<file path="src/rtl/sudoku_pkg.sv">
// rtl/sudoku_pkg.sv - shared types and character constants for the sudoku frame loader
package sudoku_pkg;

  localparam int CELLS = 81;

  localparam logic [7:0] CH_START = 8'h53;
  localparam logic [7:0] CH_END   = 8'h45;
  localparam logic [7:0] CH_ACK   = 8'h4B;
  localparam logic [7:0] CH_NAK   = 8'h4E;

  typedef enum logic [1:0] {
    ST_IDLE,
    ST_CELLS,
    ST_WAIT_END,
    ST_ACK
  } state_e;

  typedef enum logic [2:0] {
    CC_START,
    CC_END,
    CC_DIGIT,
    CC_BLANK,
    CC_SKIP,
    CC_BAD
  } char_class_e;

endpackage

</file>
<file path="src/rtl/sudoku_char_decode.sv">
// rtl/sudoku_char_decode.sv - classifies one ASCII byte of a puzzle frame
module sudoku_char_decode
  import sudoku_pkg::*;
(
  input  logic [7:0]  data,
  output char_class_e cls,
  output logic [3:0]  value
);

  always_comb begin
    cls   = CC_BAD;
    value = 4'd0;
    if (data == CH_START) begin
      cls = CC_START;
    end else if (data == CH_END) begin
      cls = CC_END;
    end else if (data >= 8'h31 && data <= 8'h39) begin
      // ASCII '1'..'9' carry their digit in the low nibble
      cls   = CC_DIGIT;
      value = data[3:0];
    end else if (data == 8'h30 || data == 8'h2E) begin
      cls = CC_BLANK;
    end else if (data == 8'h20 || data == 8'h0D || data == 8'h0A || data == 8'h2C) begin
      cls = CC_SKIP;
    end
  end

endmodule

</file>
<file path="src/rtl/sudoku_uart_loader.sv">
// rtl/sudoku_uart_loader.sv - parses "S<81 cells>E" UART frames into board cell writes
// SUDOKU_LOADER_ECHO_EN enables a one-byte K/N acknowledge on the transmit stream.
module sudoku_uart_loader #(
  parameter int CELLS = sudoku_pkg::CELLS,
  parameter int IDX_W = 7
) (
  input  logic             clk_clk,
  input  logic             reset_reset,
  input  logic [7:0]       from_uart_data,
  input  logic             from_uart_valid,
  input  logic             from_uart_error,
  output logic             from_uart_ready,
  output logic             cell_we,
  output logic [IDX_W-1:0] cell_addr,
  output logic [3:0]       cell_value,
  output logic             cell_fixed,
  input  logic             cell_ready,
  output logic             board_done,
  output logic             parse_error,
  output logic             busy,
  output logic [7:0]       to_uart_data,
  output logic             to_uart_valid,
  output logic             to_uart_error,
  input  logic             to_uart_ready
);

  localparam logic [IDX_W-1:0] LAST_IDX = IDX_W'(CELLS - 1);

  sudoku_pkg::state_e      state;
  sudoku_pkg::char_class_e cls;
  logic [IDX_W-1:0]        idx;
  logic [3:0]              dec_value;
  logic                    accept;
  logic                    do_start;
  logic                    do_write;
  logic                    do_done;
  logic                    do_err;

  sudoku_char_decode u_decode (
    .data  (from_uart_data),
    .cls   (cls),
    .value (dec_value)
  );

  assign from_uart_ready = !(cell_we && !cell_ready) && (state != sudoku_pkg::ST_ACK);
  assign accept          = from_uart_valid && from_uart_ready;
  assign busy            = (state != sudoku_pkg::ST_IDLE);
  assign to_uart_error   = 1'b0;

  // Errored bytes outside a frame are dropped like any other idle noise.
  always_comb begin
    do_start = 1'b0;
    do_write = 1'b0;
    do_done  = 1'b0;
    do_err   = 1'b0;
    if (accept) begin
      if (state == sudoku_pkg::ST_IDLE) begin
        do_start = !from_uart_error && (cls == sudoku_pkg::CC_START);
      end else if (from_uart_error) begin
        do_err = 1'b1;
      end else if (state == sudoku_pkg::ST_CELLS) begin
        case (cls)
          sudoku_pkg::CC_START: do_start = 1'b1;
          sudoku_pkg::CC_DIGIT,
          sudoku_pkg::CC_BLANK: do_write = 1'b1;
          sudoku_pkg::CC_SKIP:  ;
          default:              do_err   = 1'b1;
        endcase
      end else if (state == sudoku_pkg::ST_WAIT_END) begin
        case (cls)
          sudoku_pkg::CC_START: do_start = 1'b1;
          sudoku_pkg::CC_END:   do_done  = 1'b1;
          sudoku_pkg::CC_SKIP:  ;
          default:              do_err   = 1'b1;
        endcase
      end
    end
  end

  always_ff @(posedge clk_clk) begin
    if (reset_reset) begin
      state       <= sudoku_pkg::ST_IDLE;
      idx         <= '0;
      cell_we     <= 1'b0;
      cell_addr   <= '0;
      cell_value  <= 4'd0;
      cell_fixed  <= 1'b0;
      board_done  <= 1'b0;
      parse_error <= 1'b0;
`ifdef SUDOKU_LOADER_ECHO_EN
      to_uart_valid <= 1'b0;
      to_uart_data  <= 8'h00;
`endif
    end else begin
      board_done  <= do_done;
      parse_error <= do_err;

      if (cell_ready) begin
        cell_we <= 1'b0;
      end

      // A write loaded here overrides the drop above, keeping one cell per cycle.
      if (do_write) begin
        cell_we    <= 1'b1;
        cell_addr  <= idx;
        cell_value <= dec_value;
        cell_fixed <= (cls == sudoku_pkg::CC_DIGIT);
        if (idx == LAST_IDX) begin
          state <= sudoku_pkg::ST_WAIT_END;
        end else begin
          idx <= idx + IDX_W'(1);
        end
      end

      if (do_start) begin
        state <= sudoku_pkg::ST_CELLS;
        idx   <= '0;
      end

      if (do_done || do_err) begin
        idx <= '0;
`ifdef SUDOKU_LOADER_ECHO_EN
        state         <= sudoku_pkg::ST_ACK;
        to_uart_valid <= 1'b1;
        to_uart_data  <= do_done ? sudoku_pkg::CH_ACK : sudoku_pkg::CH_NAK;
`else
        state <= sudoku_pkg::ST_IDLE;
`endif
      end

`ifdef SUDOKU_LOADER_ECHO_EN
      if (state == sudoku_pkg::ST_ACK && to_uart_ready) begin
        state         <= sudoku_pkg::ST_IDLE;
        to_uart_valid <= 1'b0;
      end
`endif
    end
  end

`ifndef SUDOKU_LOADER_ECHO_EN
  logic unused_to_uart_ready;
  assign unused_to_uart_ready = to_uart_ready;
  assign to_uart_valid        = 1'b0;
  assign to_uart_data         = 8'h00;
`endif

endmodule

</file>
<file path="config.mk">
export PLATFORM = sky130hd
export DESIGN_NAME = sudoku_uart_loader
export DESIGN_NICKNAME = d
export VERILOG_FILES = /design/src/rtl/sudoku_pkg.sv /design/src/rtl/sudoku_char_decode.sv /design/src/rtl/sudoku_uart_loader.sv
export SDC_FILE = /design/constraint.sdc
export NUM_CORES = 1
export LEC_CHECK = 0
export ABC_AREA = 1
export CAP_MARGIN = 20
export CORE_AREA = 2 2 57 112
export DETAILED_ROUTE_END_ITERATION = 12
export DIE_AREA = 0 0 59 114
export HOLD_SLACK_MARGIN = 0.02
export SETUP_SLACK_MARGIN = 0.05
export SYNTH_ARGS = -nofsm -noshare
export SYNTH_HDL_FRONTEND = slang
export SYNTH_SLANG_ARGS = --single-unit
export TNS_END_PERCENT = 50
</file>
<file path="constraint.sdc">
create_clock -name clk_clk -period 2.1 [get_ports clk_clk]
set_input_delay 0.42 -clock clk_clk [delete_from_list [all_inputs] [get_ports clk_clk]]
set_output_delay 0.42 -clock clk_clk [all_outputs]
set_load 0.05 [all_outputs]
</file>
# Word-level counts from Yosys, hierarchy flattened
# Cells that the tools add are included.
# classes
addsub,1
n_lt_le_gt_ge,2
eq_ne,16
n_mux,37
bitwise_logic,1
reduce_logical,27
# ops
cell,count
== test 8 x 6 -> 1 bit (second input constant),4
2-to-1 mux 1 bit,30
== test 8 x 4 -> 1 bit (second input constant),2
== test 8 x 7 -> 1 bit (second input constant),2
2-to-1 mux 3 bit,4
2-to-1 mux 4 bit,3
greater-or-equal comparator 8 x 6 -> 1 bit (second input constant),1
<= comparator 8 x 6 -> 1 bit (second input constant),1
nonzero test 2 bit,4
adder 7 x 1 -> 7 bit (second input constant),1
== test 7 bit (second input constant),1
== test 3 x 2 -> 1 bit (second input constant),2
AND reduction 2 bit,3
OR reduction 3 bit,2
logical AND 1 bit,5
logical OR 1 bit,5
OR reduction 2 bit,2
OR reduction 4 bit,1
== test 3 x 1 -> 1 bit (second input constant),1
== test 3 bit (second input constant),1
logical NOT 1 bit,3
logical NOT 3 bit,1
== test 2 x 1 -> 1 bit (second input constant),1
== test 2 bit (second input constant),1
other kinds (3),3
# word_totals
register_bits,24
input_bits,14
out_inout_bits,27
elab_cells,93

# Logic depth before layout (Yosys ltp)
# Gate-level depths: netlist of the first run.
# logic_depth
depth_word,19
depth_mapped,13
ltp_nobuf,12

# Modules after synthesis
# From an unflattened synthesis of the first run, not the netlist that was laid out.
# hier_totals
hier_cells,237
area_unflattened_um2,1519.0
# modules_own_cells
module,n_inst,cells_each,area_per_inst_um2,seq_area_each_um2
sudoku_uart_loader,1,183,1271.2,480.5
sudoku_char_decode,1,54,247.7,0.0

# Worst setup path before layout of the first run
# Ideal clock, no wire load.
# synth_path
kind,register to register
startpoint,register cell_we
endpoint,register idx[0]
setup_ns,0.116
arrival_time_ns,1.627
t_required_ns,1.984
setup_slack_ns,0.358
path_stages_with_launch,10
n_path_buf,1
synth_period_minus_slack_ns,1.742
cell_sequence,dfxtp_1 -> nand2_1 -> and2_4 -> nand3b_2 -> nor2_4 -> nand2_4 -> nor2_4 -> buf_6 -> xor2_1 -> nor2_1
# synth_via
elab_chain_len,7
word_cells_on_any_way,11
cone_classes,mux: 4; reduce/logical: 7
# synth_lines
element,line_no,source
"start, declared",sudoku_uart_loader.sv:13,"output logic cell_we,"
"start signal, assigned",sudoku_uart_loader.sv:84,cell_we <= 1'b0;
"start signal, assigned",sudoku_uart_loader.sv:99,cell_we <= 1'b0;
"start signal, assigned",sudoku_uart_loader.sv:104,cell_we <= 1'b1;
logical AND 1 bit *,sudoku_uart_loader.sv:45,assign from_uart_ready = !(cell_we && !cell_ready) && (state != sudoku_pkg::ST_ACK);
logical NOT 1 bit *,sudoku_uart_loader.sv:45,
logical AND 1 bit *,sudoku_uart_loader.sv:45,
named net from_uart_ready,sudoku_uart_loader.sv:12,"output logic from_uart_ready,"
logical AND 1 bit *,sudoku_uart_loader.sv:46,assign accept = from_uart_valid && from_uart_ready;
2-to-1 mux 1 bit,sudoku_uart_loader.sv:56,if (accept) begin
logical OR 1 bit,sudoku_uart_loader.sv:120,if (do_done || do_err) begin
OR reduction 3 bit (no line),--,
"end signal, assigned",sudoku_uart_loader.sv:111,idx <= idx + IDX_W'(1);
"end, declared",sudoku_uart_loader.sv:31,logic [IDX_W-1:0] idx;
# Mark *: on every way through the listed nets, which the timed path passes. The rest lies on a longest branch.
# A chain may end at the register's enable or synchronous reset.

# Worst setup path in the final report of the first run
# layout_path
startpoint,input from_uart_data[4]
endpoint,register cell_value[2]
# layout_via
elab_chain_len,16
word_cells_on_any_way,31
cone_classes,order compare: 2; eq/ne: 10; mux: 13; reduce/logical: 6
# layout_lines
element,line_no,source
"start, declared",sudoku_uart_loader.sv:9,"input logic [7:0] from_uart_data,"
== test 8 x 6 -> 1 bit / == test 8 x 4 -> 1 bit (equally long branches),sudoku_char_decode.sv:23,end else if (data == 8'h20 || data == 8'h0D || data == 8'h0A || data == 8'h2C) begin
logical OR 1 bit (3 in a row),sudoku_char_decode.sv:23,
2-to-1 mux 1 bit,sudoku_char_decode.sv:23,
2-to-1 mux 3 bit,sudoku_char_decode.sv:21,end else if (data == 8'h30 || data == 8'h2E) begin
2-to-1 mux 3 bit,sudoku_char_decode.sv:17,end else if (data >= 8'h31 && data <= 8'h39) begin
2-to-1 mux 3 bit,sudoku_char_decode.sv:15,end else if (data == CH_END) begin
2-to-1 mux 3 bit,sudoku_char_decode.sv:13,if (data == CH_START) begin
== test 3 x 2 -> 1 bit,sudoku_uart_loader.sv:62,case (cls)
OR reduction 2 bit,sudoku_uart_loader.sv:62,
2-to-1 mux 1 bit,sudoku_uart_loader.sv:62,
2-to-1 mux 1 bit,sudoku_uart_loader.sv:61,end else if (state == sudoku_pkg::ST_CELLS) begin
2-to-1 mux 1 bit,sudoku_uart_loader.sv:59,end else if (from_uart_error) begin
2-to-1 mux 1 bit,sudoku_uart_loader.sv:57,if (state == sudoku_pkg::ST_IDLE) begin
2-to-1 mux 1 bit,sudoku_uart_loader.sv:56,
"end signal, assigned",sudoku_uart_loader.sv:106,cell_value <= dec_value;
"end, declared",sudoku_uart_loader.sv:15,"output logic [3:0] cell_value,"
# Parallel ways exist; a longest one is shown, timed or not.

==> impl_metrics.xml, run 1 <==
<?xml version="1.0" encoding="UTF-8"?>
<metrics>
  <group name="cts">
    <metric name="cts-htree-levels" unit="">1</metric>
    <metric name="clk_pin_slew" unit="ps">60</metric>
    <metric name="post_cts.repair.setup_buffers" unit="">0</metric>
    <metric name="post_cts_hold_buffer_count" unit="">0</metric>
    <metric name="cts_buffer_depth" unit="">2</metric>
    <metric name="cts_tree" unit="">built</metric>
    <metric name="root_buffer" unit="">clkbuf_16</metric>
    <metric name="clock_sinks" unit="">24</metric>
    <metric name="clkLatencyLatePin" unit="ps">250</metric>
    <metric name="total_cts_buffers" unit="">3</metric>
  </group>
  <group name="synthesis">
    <metric name="yosysUniqueCellTypes" unit="">26</metric>
    <metric name="ys_seq_area_frac" unit="">0.342</metric>
    <metric name="synthCells" unit="">214</metric>
    <metric name="postSynth.asyncResetShare" unit="">0</metric>
    <metric name="yosysTopAreaCellShare" unit="">0.342</metric>
    <metric name="synth_enable_flop_cells" unit="">0</metric>
    <metric name="synth_top_cell_by_area" unit="">dfxtp_1</metric>
    <metric name="synth_top_flop_cell" unit="">dfxtp_1</metric>
    <metric name="yosys.cell_count.top_type" unit="">nand2_1</metric>
    <metric name="ys_seq_elements" unit="">24</metric>
    <metric name="syn_avg_cell_area" unit="um^2">6.57</metric>
    <metric name="synthTopCellsByCount" unit="">nand2_1 (48), nor2_1 (34), inv_1 (31)</metric>
    <metric name="syn_area" unit="um^2">1410</metric>
    <metric name="synth-warning-count" unit="">0</metric>
    <metric name="synthTopCellsByArea" unit="">dfxtp_1 (34%), nand2_1 (13%), nor2_1 (9.1%)</metric>
  </group>
  <group name="worst_setup_path">
    <metric name="slowest_delay" unit="ps">520</metric>
    <metric name="crit_arrival" unit="ps">2080</metric>
    <metric name="critPathLaunchType" unit="">input port</metric>
    <metric name="worstSetupPathType" unit="">input port to flop</metric>
    <metric name="worst_setup_path_end_kind" unit="">flop</metric>
    <metric name="critPathSlowestCell" unit="">clkdlybuf4s50_1</metric>
    <metric name="r2r_cells" unit="">8</metric>
    <metric name="cp_max_fo" unit="">5</metric>
    <metric name="critical_path.cell_chain" unit="">clkdlybuf4s50_1 -&gt; nand2_1 -&gt; nor2_1 -&gt; nand4_2 -&gt; nand2_2 -&gt; nand2_4 -&gt; inv_1 -&gt; buf_4 -&gt; nand3_1 -&gt; a21oi_1</metric>
    <metric name="timing.reg2reg.setup_slack" unit="ps">300</metric>
    <metric name="timing.critical_path.required" unit="ps">2280</metric>
  </group>
  <group name="power_and_ir_drop">
    <metric name="comb_pwr_share" unit="">0.117</metric>
    <metric name="seq_power_share" unit="">0.472</metric>
    <metric name="power_leakage" unit="nW">0.829</metric>
    <metric name="total_switching_power" unit="mW">0.223</metric>
    <metric name="intPower" unit="mW">0.742</metric>
    <metric name="power.density" unit="nW/um^2">511</metric>
    <metric name="power.switching_fraction" unit="">0.231</metric>
    <metric name="irDropWorstVdd" unit="mV">0.456</metric>
    <metric name="clkPwrFrac" unit="">0.411</metric>
  </group>
  <group name="timing">
    <metric name="worst_clock_skew" unit="ps">1.28</metric>
    <metric name="setup_repair_after_global_routing_missed_its_margin" unit="">true</metric>
    <metric name="slew_headroom" unit="">0.603</metric>
    <metric name="finalCritPeriodShare" unit="">0.902</metric>
    <metric name="finalSetupTns" unit="ps">0</metric>
    <metric name="timing.final.setup_violations" unit="">0</metric>
    <metric name="final_hold_viol_count" unit="">0</metric>
    <metric name="finalCriticalPeriod" unit="ps">1890</metric>
    <metric name="timing.fmax" unit="MHz">528</metric>
    <metric name="drv_slew" unit="">0</metric>
    <metric name="worst_slew_pin_slew" unit="ps">590</metric>
    <metric name="timing.final.ws_setup" unit="ps">206</metric>
    <metric name="finalHoldWorstSlack" unit="ps">463</metric>
  </group>
  <group name="global_route">
    <metric name="initial_antenna_violation_count" unit="">0</metric>
    <metric name="global_route.overflow_total" unit="">0</metric>
    <metric name="grt_usage" unit="">0.0934</metric>
    <metric name="first_global_vias" unit="">1274</metric>
    <metric name="grt_first_pass_wirelength" unit="um">5180</metric>
    <metric name="grt_start_max_net_pins" unit="">15</metric>
  </group>
  <group name="floorplan">
    <metric name="floorplan.initialDensity" unit="">0.238</metric>
    <metric name="die_height" unit="um">114</metric>
    <metric name="rows" unit="">40</metric>
    <metric name="chipWidth" unit="um">59</metric>
    <metric name="design.die.area" unit="um^2">6730</metric>
    <metric name="core_area" unit="um^2">5910</metric>
    <metric name="ios" unit="">41</metric>
  </group>
  <group name="layout">
    <metric name="final_layout_size_suffix_gt1_frac" unit="">0.104</metric>
    <metric name="nets" unit="">269</metric>
    <metric name="finish.cell_count_without_fillers" unit="">314</metric>
    <metric name="n_antenna_cell" unit="">0</metric>
    <metric name="areaGrowthSynthToFinish" unit="%">34.5</metric>
  </group>
  <group name="job">
    <metric name="cap_violations" unit="">0</metric>
  </group>
  <group name="placed_design">
    <metric name="quantity_of_i_o_buffers_inserted_on_ports" unit="">29</metric>
    <metric name="dp_worst_setup_slack" unit="ps">-66.5</metric>
    <metric name="place.detailed.hpwl" unit="um">2440</metric>
    <metric name="place_congestion" unit="">0.929</metric>
    <metric name="dpl.cell_count" unit="">310</metric>
  </group>
  <group name="route">
    <metric name="drc" unit="">0</metric>
    <metric name="route.detailed.wl_per_inst" unit="um">9.62</metric>
    <metric name="number_of_drc_violations_after_detailed_routing_iteration_0" unit="">41</metric>
    <metric name="ant_nets" unit="">0</metric>
    <metric name="dr.pass1.iters" unit="">4</metric>
    <metric name="via_per_inst" unit="">4.31</metric>
    <metric name="via_count" unit="">1353</metric>
    <metric name="wirelength" unit="um">3020</metric>
  </group>
  <group name="outcome">
    <metric name="status" unit="">completed</metric>
  </group>
  <group name="min_path">
    <metric name="hold_path_class" unit="">flop to flop</metric>
    <metric name="worst_hold_path.num_cells" unit="">2</metric>
  </group>
</metrics>
metal layers:
| layer | part of all wire | track usage | up-vias |
|---|---|---|---|
| met4 | 0.021 | 0.0424 | 0 |
| li1 | - | - | 716 |
| met2 | 0.50 | 0.156 | 34 |
| met1 | 0.44 | 0.114 | 595 |
| met5 | 0 | 0 | - |
| met3 | 0.042 | 0.0147 | 8 |
flip-flops by register name, indices dropped and copies added (netlist names):
signal / flops
parse_error: 1
board_done: 1
state: 2
cell_addr: 7
cell_we: 1
cell_value: 4
cell_fixed: 1
idx: 7
cell type report:
class	count	area, um^2
Fill cell	645	4020
Sequential cell	24	480
Timing Repair Buffer	38	385
Inverter	32	120
Multi-Input combinational cell	154	749
Clock buffer	3	75.1
Tap cell	63	78.8
worst max-delay path, delay by kind of cell:
family	cells	cell delay (ps)
buffers and inverters	3	830
AND/OR/NAND/NOR	6	700
AO/OA/AOI/OAI	1	130
what timing repair did:
item | 4_1_cts | 5_1_grt
endpoints found under the hold margin | 0 | 0
gates resized for setup | 0 | 4
setup endpoints to repair | 0 | 15
path summary, 6_finish.rpt:
| path | start | to |
|---|---|---|
| min reg2reg | cell_value[2]$_SDFFE_PP0P_ | cell_value[2]$_SDFFE_PP0P_ |
| min | cell_value[2]$_SDFFE_PP0P_ | cell_value[2]$_SDFFE_PP0P_ |
| max | from_uart_data[4] | cell_value[2]$_SDFFE_PP0P_ |
| max reg2reg | idx[0]$_SDFFE_PP0P_ | idx[3]$_SDFFE_PP0P_ |
through the flow:
step	instance area [um^2]	total power, mW	util
2_1_floorplan	1440	0.552	-
3_3_place_gp	1790	0.576	0.304
3_5_place_dp	1790	0.578	0.304
4_1_cts	1870	0.978	0.316
5_1_grt	1890	1.00	0.320
6_report	1890	0.965	0.320
power groups by stage:
stage	clock network, mW	logic [mW]	registers [mW]
CTS	0.410	0.113	0.455
global route	0.426	0.123	0.455
floorplan	0	0.0866	0.465
global placement	0	0.111	0.465
finish	0.397	0.113	0.455
detailed placement	0	0.113	0.465
cells in the final DEF (no fill, tap or decap):
master / instances
buf_4: 9
nand3_1: 9
buf_12: 2
xor2_1: 6
nor2_4: 2
nand2_4: 1
clkbuf_16: 3
ha_1: 2
clkdlybuf4s50_1: 24
nand2_2: 1
dfxtp_1: 24
nand3b_2: 1
nor2_1: 34
nand2_1: 48
o21ai_0: 14
nor3_1: 4
nor4_1: 1
inv_2: 1
and2_4: 1
nand4_1: 1
a21oi_1: 14
nand3_4: 1
nor2_2: 3
dlymetal6s2s_1: 3
nand4_2: 1
conb_1: 10
inv_1: 31
cell families after synthesis:
family | Yosys count | share of synthesized area
simple gates | 107 | 0.342
buf+inv | 46 | 0.158
compound gates | 28 | 0.0997
flops | 24 | 0.342
xor+xnor | 6 | 0.0374
fa+ha+maj | 2 | 0.0178
other cells | 1 | 0.00267
No activity file was read; power rests on OpenSTA's default activity.
==> inputs of run 2 (changes only) <==
--- a/constraint.sdc
+++ b/constraint.sdc
@@ -3,2 +3,2 @@
 set_output_delay 0.42 -clock clk_clk [all_outputs]
-set_load 0.05 [all_outputs]
+set_load 0.01 [all_outputs]
==> run 2 against run 1 <==
Clock skew about the same. Global-route usage increased by 0.28 points. Sequential power about the same. First-iteration DRC count decreased by 54%. Critical path depth decreased by 1.
==> impl_metrics.xml, run 2 (synthesized netlist as in run 1, its figures left out) <==
<?xml version="1.0" encoding="UTF-8"?>
<metrics>
  <group name="outcome">
    <metric name="status" unit="">completed</metric>
  </group>
  <group name="min_path">
    <metric name="hold_path_class" unit="">flop to flop</metric>
  </group>
  <group name="floorplan">
    <metric name="chipWidth" unit="um">59</metric>
    <metric name="die_height" unit="um">114</metric>
    <metric name="floorplan.initialDensity" unit="">0.238</metric>
    <metric name="design.die.area" unit="um^2">6730</metric>
    <metric name="ios" unit="">41</metric>
    <metric name="rows" unit="">40</metric>
    <metric name="core_area" unit="um^2">5910</metric>
  </group>
  <group name="route">
    <metric name="via_count" unit="">1361</metric>
    <metric name="drc" unit="">0</metric>
    <metric name="dr.pass1.iters" unit="">4</metric>
    <metric name="number_of_drc_violations_after_detailed_routing_iteration_0" unit="">19</metric>
    <metric name="ant_nets" unit="">0</metric>
    <metric name="route.detailed.wl_per_inst" unit="um">9.75</metric>
    <metric name="via_per_inst" unit="">4.33</metric>
    <metric name="wirelength" unit="um">3060</metric>
  </group>
  <group name="global_route">
    <metric name="initial_antenna_violation_count" unit="">0</metric>
    <metric name="global_route.overflow_total" unit="">0</metric>
    <metric name="grt_first_pass_wirelength" unit="um">5250</metric>
    <metric name="grt_usage" unit="">0.0962</metric>
    <metric name="grt_start_max_net_pins" unit="">15</metric>
    <metric name="first_global_vias" unit="">1293</metric>
  </group>
  <group name="worst_setup_path">
    <metric name="worstSetupPathType" unit="">input port to flop</metric>
    <metric name="startpoint_of_the_most_critical_setup_path" unit="">from_uart_data[4]</metric>
    <metric name="timing.critical_path.required" unit="ps">2250</metric>
    <metric name="critical_path.cell_chain" unit="">clkdlybuf4s50_1 -&gt; nand2_1 -&gt; nor2_1 -&gt; nand4_2 -&gt; nand2_2 -&gt; nand2_4 -&gt; nor2_2 -&gt; xor2_1 -&gt; nor2_1</metric>
    <metric name="critical_path.top_delay_family" unit="">simple AND/OR/NAND/NOR gates</metric>
    <metric name="path_depth" unit="">9</metric>
    <metric name="cp.buffers_inverters" unit="">1</metric>
    <metric name="worst_setup_path_end_kind" unit="">flop</metric>
    <metric name="timing.rr.end" unit="">idx[5]$_SDFFE_PP0P_</metric>
    <metric name="timing.reg2reg.setup_slack" unit="ps">340</metric>
    <metric name="critPathSlowestCell" unit="">clkdlybuf4s50_1</metric>
    <metric name="crit_path_frequent_cell" unit="">nor2_1</metric>
    <metric name="worst_r2r_startpoint" unit="">idx[0]$_SDFFE_PP0P_</metric>
    <metric name="critPathLaunchType" unit="">input port</metric>
    <metric name="endpoint" unit="">idx[0]$_SDFFE_PP0P_</metric>
    <metric name="r2r_cells" unit="">8</metric>
    <metric name="cp_max_fo" unit="">6</metric>
    <metric name="slowest_delay" unit="ps">530</metric>
    <metric name="crit_arrival" unit="ps">2000</metric>
  </group>
  <group name="power_and_ir_drop">
    <metric name="irDropWorstVdd" unit="mV">0.181</metric>
    <metric name="power_leakage" unit="nW">0.819</metric>
    <metric name="power.density" unit="nW/um^2">520</metric>
  </group>
  <group name="layout">
    <metric name="mostFrequentLayoutCell" unit="">nand2_1</metric>
    <metric name="final_area" unit="um^2">1890</metric>
    <metric name="n_antenna_cell" unit="">0</metric>
    <metric name="finish.cell_count_without_fillers" unit="">314</metric>
    <metric name="top_regs" unit="">cell_addr: 7 flops, idx: 7 flops, cell_value: 4 flops</metric>
    <metric name="final_layout_size_suffix_gt1_frac" unit="">0.0996</metric>
    <metric name="areaGrowthSynthToFinish" unit="%">34.3</metric>
    <metric name="filler_cells_inserted" unit="">651</metric>
    <metric name="final_cell_mix" unit="">nand2_1 (48), nor2_1 (34), inv_1 (30), clkdlybuf4s50_1 (25), dfxtp_1 (24)</metric>
    <metric name="nets" unit="">268</metric>
  </group>
  <group name="cts">
    <metric name="cts-htree-levels" unit="">1</metric>
    <metric name="total_cts_buffers" unit="">3</metric>
    <metric name="root_buffer" unit="">clkbuf_16</metric>
    <metric name="cts_buffer_depth" unit="">2</metric>
    <metric name="cts_tree" unit="">built</metric>
    <metric name="clock_sinks" unit="">24</metric>
    <metric name="post_cts.repair.setup_buffers" unit="">0</metric>
    <metric name="clk_pin_slew" unit="ps">60</metric>
    <metric name="clkLatencyLatePin" unit="ps">250</metric>
    <metric name="post_cts_hold_buffer_count" unit="">0</metric>
  </group>
  <group name="placed_design">
    <metric name="place.detailed.hpwl" unit="um">2440</metric>
    <metric name="place_congestion" unit="">0.927</metric>
    <metric name="dpl.cell_count" unit="">309</metric>
    <metric name="dp_worst_setup_slack" unit="ps">-66.4</metric>
    <metric name="placed_cell_area" unit="um^2">1780</metric>
    <metric name="quantity_of_i_o_buffers_inserted_on_ports" unit="">29</metric>
  </group>
  <group name="timing">
    <metric name="worst_clock_skew" unit="ps">1.07</metric>
    <metric name="finalSetupTns" unit="ps">0</metric>
    <metric name="worst_slew_pin_slew" unit="ps">549</metric>
    <metric name="finalHoldWorstSlack" unit="ps">462</metric>
    <metric name="finalCriticalPeriod" unit="ps">1850</metric>
    <metric name="slew_headroom" unit="">0.631</metric>
    <metric name="finalCritPeriodShare" unit="">0.882</metric>
    <metric name="drv_slew" unit="">0</metric>
    <metric name="timing.fmax" unit="MHz">540</metric>
    <metric name="setup_repair_after_global_routing_missed_its_margin" unit="">false</metric>
    <metric name="timing.final.setup_violations" unit="">0</metric>
    <metric name="final_hold_viol_count" unit="">0</metric>
    <metric name="timing.final.ws_setup" unit="ps">248</metric>
  </group>
  <group name="job">
    <metric name="cap_violations" unit="">0</metric>
  </group>
</metrics>
[run 2: changes by cell type in the layout (fill, tap and decap cells not counted), sizes merged]
cell / change
buf: -3
clkbuf: +1
clkdlybuf4s50: +1
dlygate4sd2: +1
[run 2: what timing repair did]
action                     CTS  global route
gates resized for setup      1             5
pin swaps                    0             1
cloned                       0             1
setup endpoints to repair    1            20
[run 2: per-stage QoR]
step                      utilization  power (mW)
after floorplan                     -       0.520
after global placement          0.301       0.545
after detailed placement        0.301       0.547
after CTS                       0.316       0.992
after global routing            0.319        1.03
final                           0.319       0.982
[run 2: worst min path at each step]
stage / cells after the start / to / startpoint / slack [ps]
2_1_floorplan: 2 / cell_addr[6]$_SDFFE_PP0P_ / idx[6]$_SDFFE_PP0P_ / 480
3_3_place_gp: 2 / cell_value[3]$_SDFFE_PP0P_ / cell_value[3]$_SDFFE_PP0P_ / 450
3_5_place_dp: 2 / cell_value[1]$_SDFFE_PP0P_ / cell_value[1]$_SDFFE_PP0P_ / 460
4_1_cts: 2 / cell_value[1]$_SDFFE_PP0P_ / cell_value[1]$_SDFFE_PP0P_ / 470
5_1_grt: 2 / cell_value[3]$_SDFFE_PP0P_ / cell_value[3]$_SDFFE_PP0P_ / 490
6_report: 2 / cell_value[2]$_SDFFE_PP0P_ / cell_value[2]$_SDFFE_PP0P_ / 460
[run 2: area by class of cell]
class,count,area (um^2),area share
inverter,32,120,0.0637
multi-input combinational,154,749,0.397
tap,63,78.8,0.0418
sequential,24,480,0.255
timing repair buffer,37,369,0.196
clock buffer,4,88.8,0.0471
[run 2: report_power, final]
group / internal (mW) / leakage, nW / total (mW) / switching (mW)
clock: 0.291 / 0.0442 / 0.444 / 0.154
combinational: 0.0353 / 0.581 / 0.0820 / 0.0467
sequential: 0.455 / 0.193 / 0.455 / 0.0000400
[run 2: metal layers]
layer / GRT usage / share of wire / vias to the layer above
met5: 0 / 0 / -
met4: 0.0394 / 0.0062 / 0
met3: 0.0170 / 0.045 / 2
met2: 0.167 / 0.51 / 35
met1: 0.112 / 0.44 / 609
li1: - / - / 715
[run 2: worst min-delay path: stages (launching register included)]
cell and delay (ps):
dfxtp_1 310, nand2_1 60, a21oi_1 50
==> inputs of run 3 (changes only) <==
- PLACE_DENSITY_LB_ADDON: not set -> 0.12
==> run 3 against run 2 <==
Clock skew is 1.5 ps higher. Sequential share of layout area is 0.66 points lower. First-iteration DRC count is 53% higher. Hold slack hardly changed. Largest cell class unchanged. Largest power group unchanged.
==> impl_metrics.xml, run 3 (synthesized netlist as in run 1, its figures left out) <==
<?xml version="1.0" encoding="UTF-8"?>
<metrics>
  <group name="route">
    <metric name="number_of_drc_violations_after_detailed_routing_iteration_0" unit="">29</metric>
    <metric name="drc" unit="">0</metric>
    <metric name="via_count" unit="">1332</metric>
    <metric name="route.detailed.wl_per_inst" unit="um">10.0</metric>
    <metric name="dr.pass1.iters" unit="">4</metric>
    <metric name="wirelength" unit="um">3210</metric>
    <metric name="via_per_inst" unit="">4.16</metric>
    <metric name="ant_nets" unit="">0</metric>
  </group>
  <group name="worst_setup_path">
    <metric name="r2r_cells" unit="">8</metric>
    <metric name="timing.critical_path.required" unit="ps">1680</metric>
    <metric name="worst_r2r_startpoint" unit="">idx[0]$_SDFFE_PP0P_</metric>
    <metric name="worst_setup_path_end_kind" unit="">output pin</metric>
    <metric name="critPathLaunchType" unit="">input port</metric>
    <metric name="worstSetupPathType" unit="">input port to output pin</metric>
    <metric name="startpoint_of_the_most_critical_setup_path" unit="">cell_ready</metric>
    <metric name="cp_max_fo" unit="">3</metric>
    <metric name="timing.rr.end" unit="">idx[5]$_SDFFE_PP0P_</metric>
    <metric name="crit_arrival" unit="ps">1430</metric>
    <metric name="timing.reg2reg.setup_slack" unit="ps">290</metric>
  </group>
  <group name="layout">
    <metric name="n_antenna_cell" unit="">0</metric>
    <metric name="nets" unit="">274</metric>
    <metric name="areaGrowthSynthToFinish" unit="%">37.8</metric>
    <metric name="final_cell_mix" unit="">nand2_1 (47), nor2_1 (34), inv_1 (31), dfxtp_1 (24), clkdlybuf4s50_1 (24)</metric>
    <metric name="final_area" unit="um^2">1940</metric>
    <metric name="final_layout_size_suffix_gt1_frac" unit="">0.121</metric>
    <metric name="top_regs" unit="">cell_addr: 7 flops, idx: 7 flops, cell_value: 4 flops</metric>
    <metric name="utilization" unit="">0.328</metric>
    <metric name="mostFrequentLayoutCell" unit="">nand2_1</metric>
  </group>
  <group name="placed_design">
    <metric name="quantity_of_i_o_buffers_inserted_on_ports" unit="">29</metric>
    <metric name="placed_cell_area" unit="um^2">1820</metric>
    <metric name="place.detailed.hpwl" unit="um">2450</metric>
    <metric name="place_congestion" unit="">0.761</metric>
    <metric name="dp_worst_setup_slack" unit="ps">-60.9</metric>
  </group>
  <group name="timing">
    <metric name="worst_clock_skew" unit="ps">2.60</metric>
    <metric name="timing.final.setup_violations" unit="">0</metric>
    <metric name="final_hold_viol_count" unit="">0</metric>
    <metric name="worst_slew_pin_slew" unit="ps">625</metric>
    <metric name="slew_headroom" unit="">0.580</metric>
    <metric name="finalCriticalPeriod" unit="ps">1850</metric>
    <metric name="setup_repair_after_global_routing_missed_its_margin" unit="">false</metric>
    <metric name="finalHoldWorstSlack" unit="ps">463</metric>
    <metric name="timing.fmax" unit="MHz">540</metric>
    <metric name="timing.final.ws_setup" unit="ps">247</metric>
    <metric name="drv_slew" unit="">0</metric>
    <metric name="finalCritPeriodShare" unit="">0.882</metric>
  </group>
  <group name="global_route">
    <metric name="first_global_vias" unit="">1197</metric>
    <metric name="grt_first_pass_wirelength" unit="um">5420</metric>
    <metric name="global_route.overflow_total" unit="">0</metric>
    <metric name="grt_usage" unit="">0.102</metric>
    <metric name="grt_start_max_net_pins" unit="">15</metric>
    <metric name="initial_antenna_violation_count" unit="">0</metric>
  </group>
  <group name="cts">
    <metric name="cts-htree-levels" unit="">1</metric>
    <metric name="cts_buffer_depth" unit="">2</metric>
    <metric name="clock_sinks" unit="">24</metric>
    <metric name="root_buffer" unit="">clkbuf_16</metric>
    <metric name="clkLatencyLatePin" unit="ps">260</metric>
    <metric name="total_cts_buffers" unit="">3</metric>
    <metric name="post_cts.repair.setup_buffers" unit="">0</metric>
    <metric name="cts_tree" unit="">built</metric>
    <metric name="clk_pin_slew" unit="ps">60</metric>
  </group>
  <group name="floorplan">
    <metric name="ios" unit="">41</metric>
    <metric name="floorplan.initialDensity" unit="">0.238</metric>
    <metric name="design.die.area" unit="um^2">6730</metric>
    <metric name="chipWidth" unit="um">59</metric>
    <metric name="die_height" unit="um">114</metric>
    <metric name="rows" unit="">40</metric>
    <metric name="core_area" unit="um^2">5910</metric>
  </group>
  <group name="min_path">
    <metric name="hp-start" unit="">cell_value[3]$_SDFFE_PP0P_</metric>
    <metric name="hold-path-endpoint" unit="">cell_value[3]$_SDFFE_PP0P_</metric>
    <metric name="worst_hold_path.num_cells" unit="">2</metric>
    <metric name="hold_path_class" unit="">flop to flop</metric>
  </group>
  <group name="power_and_ir_drop">
    <metric name="power.density" unit="nW/um^2">513</metric>
    <metric name="power_leakage" unit="nW">0.858</metric>
    <metric name="irDropWorstVdd" unit="mV">0.184</metric>
    <metric name="post-layout-total-power" unit="mW">0.994</metric>
  </group>
  <group name="job">
    <metric name="cap_violations" unit="">0</metric>
  </group>
  <group name="outcome">
    <metric name="status" unit="">completed</metric>
  </group>
</metrics>
run 3: critical path: stages:
cell and delay (ps):
clkdlybuf4s50_1 460, inv_1 40, nand2_1 90, and2_4 170, dlygate4sd2_1 270
run 3: worst max-delay path by stage:
stage | end | slack, ps | cells after the start
2_1_floorplan | idx[0]$_SDFFE_PP0P_ | 580 | 10
3_3_place_gp | idx[1]$_SDFFE_PP0P_ | -100 | 13
3_5_place_dp | idx[1]$_SDFFE_PP0P_ | -60 | 13
4_1_cts | idx[1]$_SDFFE_PP0P_ | 190 | 13
5_1_grt | idx[2]$_SDFFE_PP0P_ | 50 | 8
6_report | from_uart_ready | 250 | 5
run 3: per-stage QoR:
stage / instances / TNS, ps
5_1_grt: 320 / 0
4_1_cts: 319 / 0
2_1_floorplan: 223 / 0
6_report: 320 / 0
3_3_place_gp: 315 / -1180
3_5_place_dp: 315 / -904
run 3: cell type report:
class,count,area (um^2)
sequential,24,480
timing repair buffer,43,417
inverter,32,120
fill,664,3970
clock buffer,4,88.8
tap,63,78.8
multi-input combinational,154,752
run 3: where the power goes:
| part | switching [mW] | leakage, nW | total [mW] | internal, mW |
|---|---|---|---|---|
| sequential | 0.0000400 | 0.193 | 0.455 | 0.455 |
| clock | 0.160 | 0.0442 | 0.451 | 0.291 |
| combinational | 0.0477 | 0.621 | 0.0876 | 0.0398 |
| total | 0.208 | 0.858 | 0.994 | 0.786 |
run 3: timing repair:
item | 4_1_cts | 5_1_grt
hold buffers | 0 | 0
setup endpoints to repair | 1 | 13
gates cloned | 0 | 1
gates resized for setup | 1 | 6
pin swaps | 0 | 1
run 3: routing by layer:
metal  vias up  wire length (um)  global-route usage
met5         -                 0                   0
met4         0                25              0.0409
met3         2               170              0.0136
met2        36              1400               0.140
met1       571              1610               0.156
li1        723                 -                   -
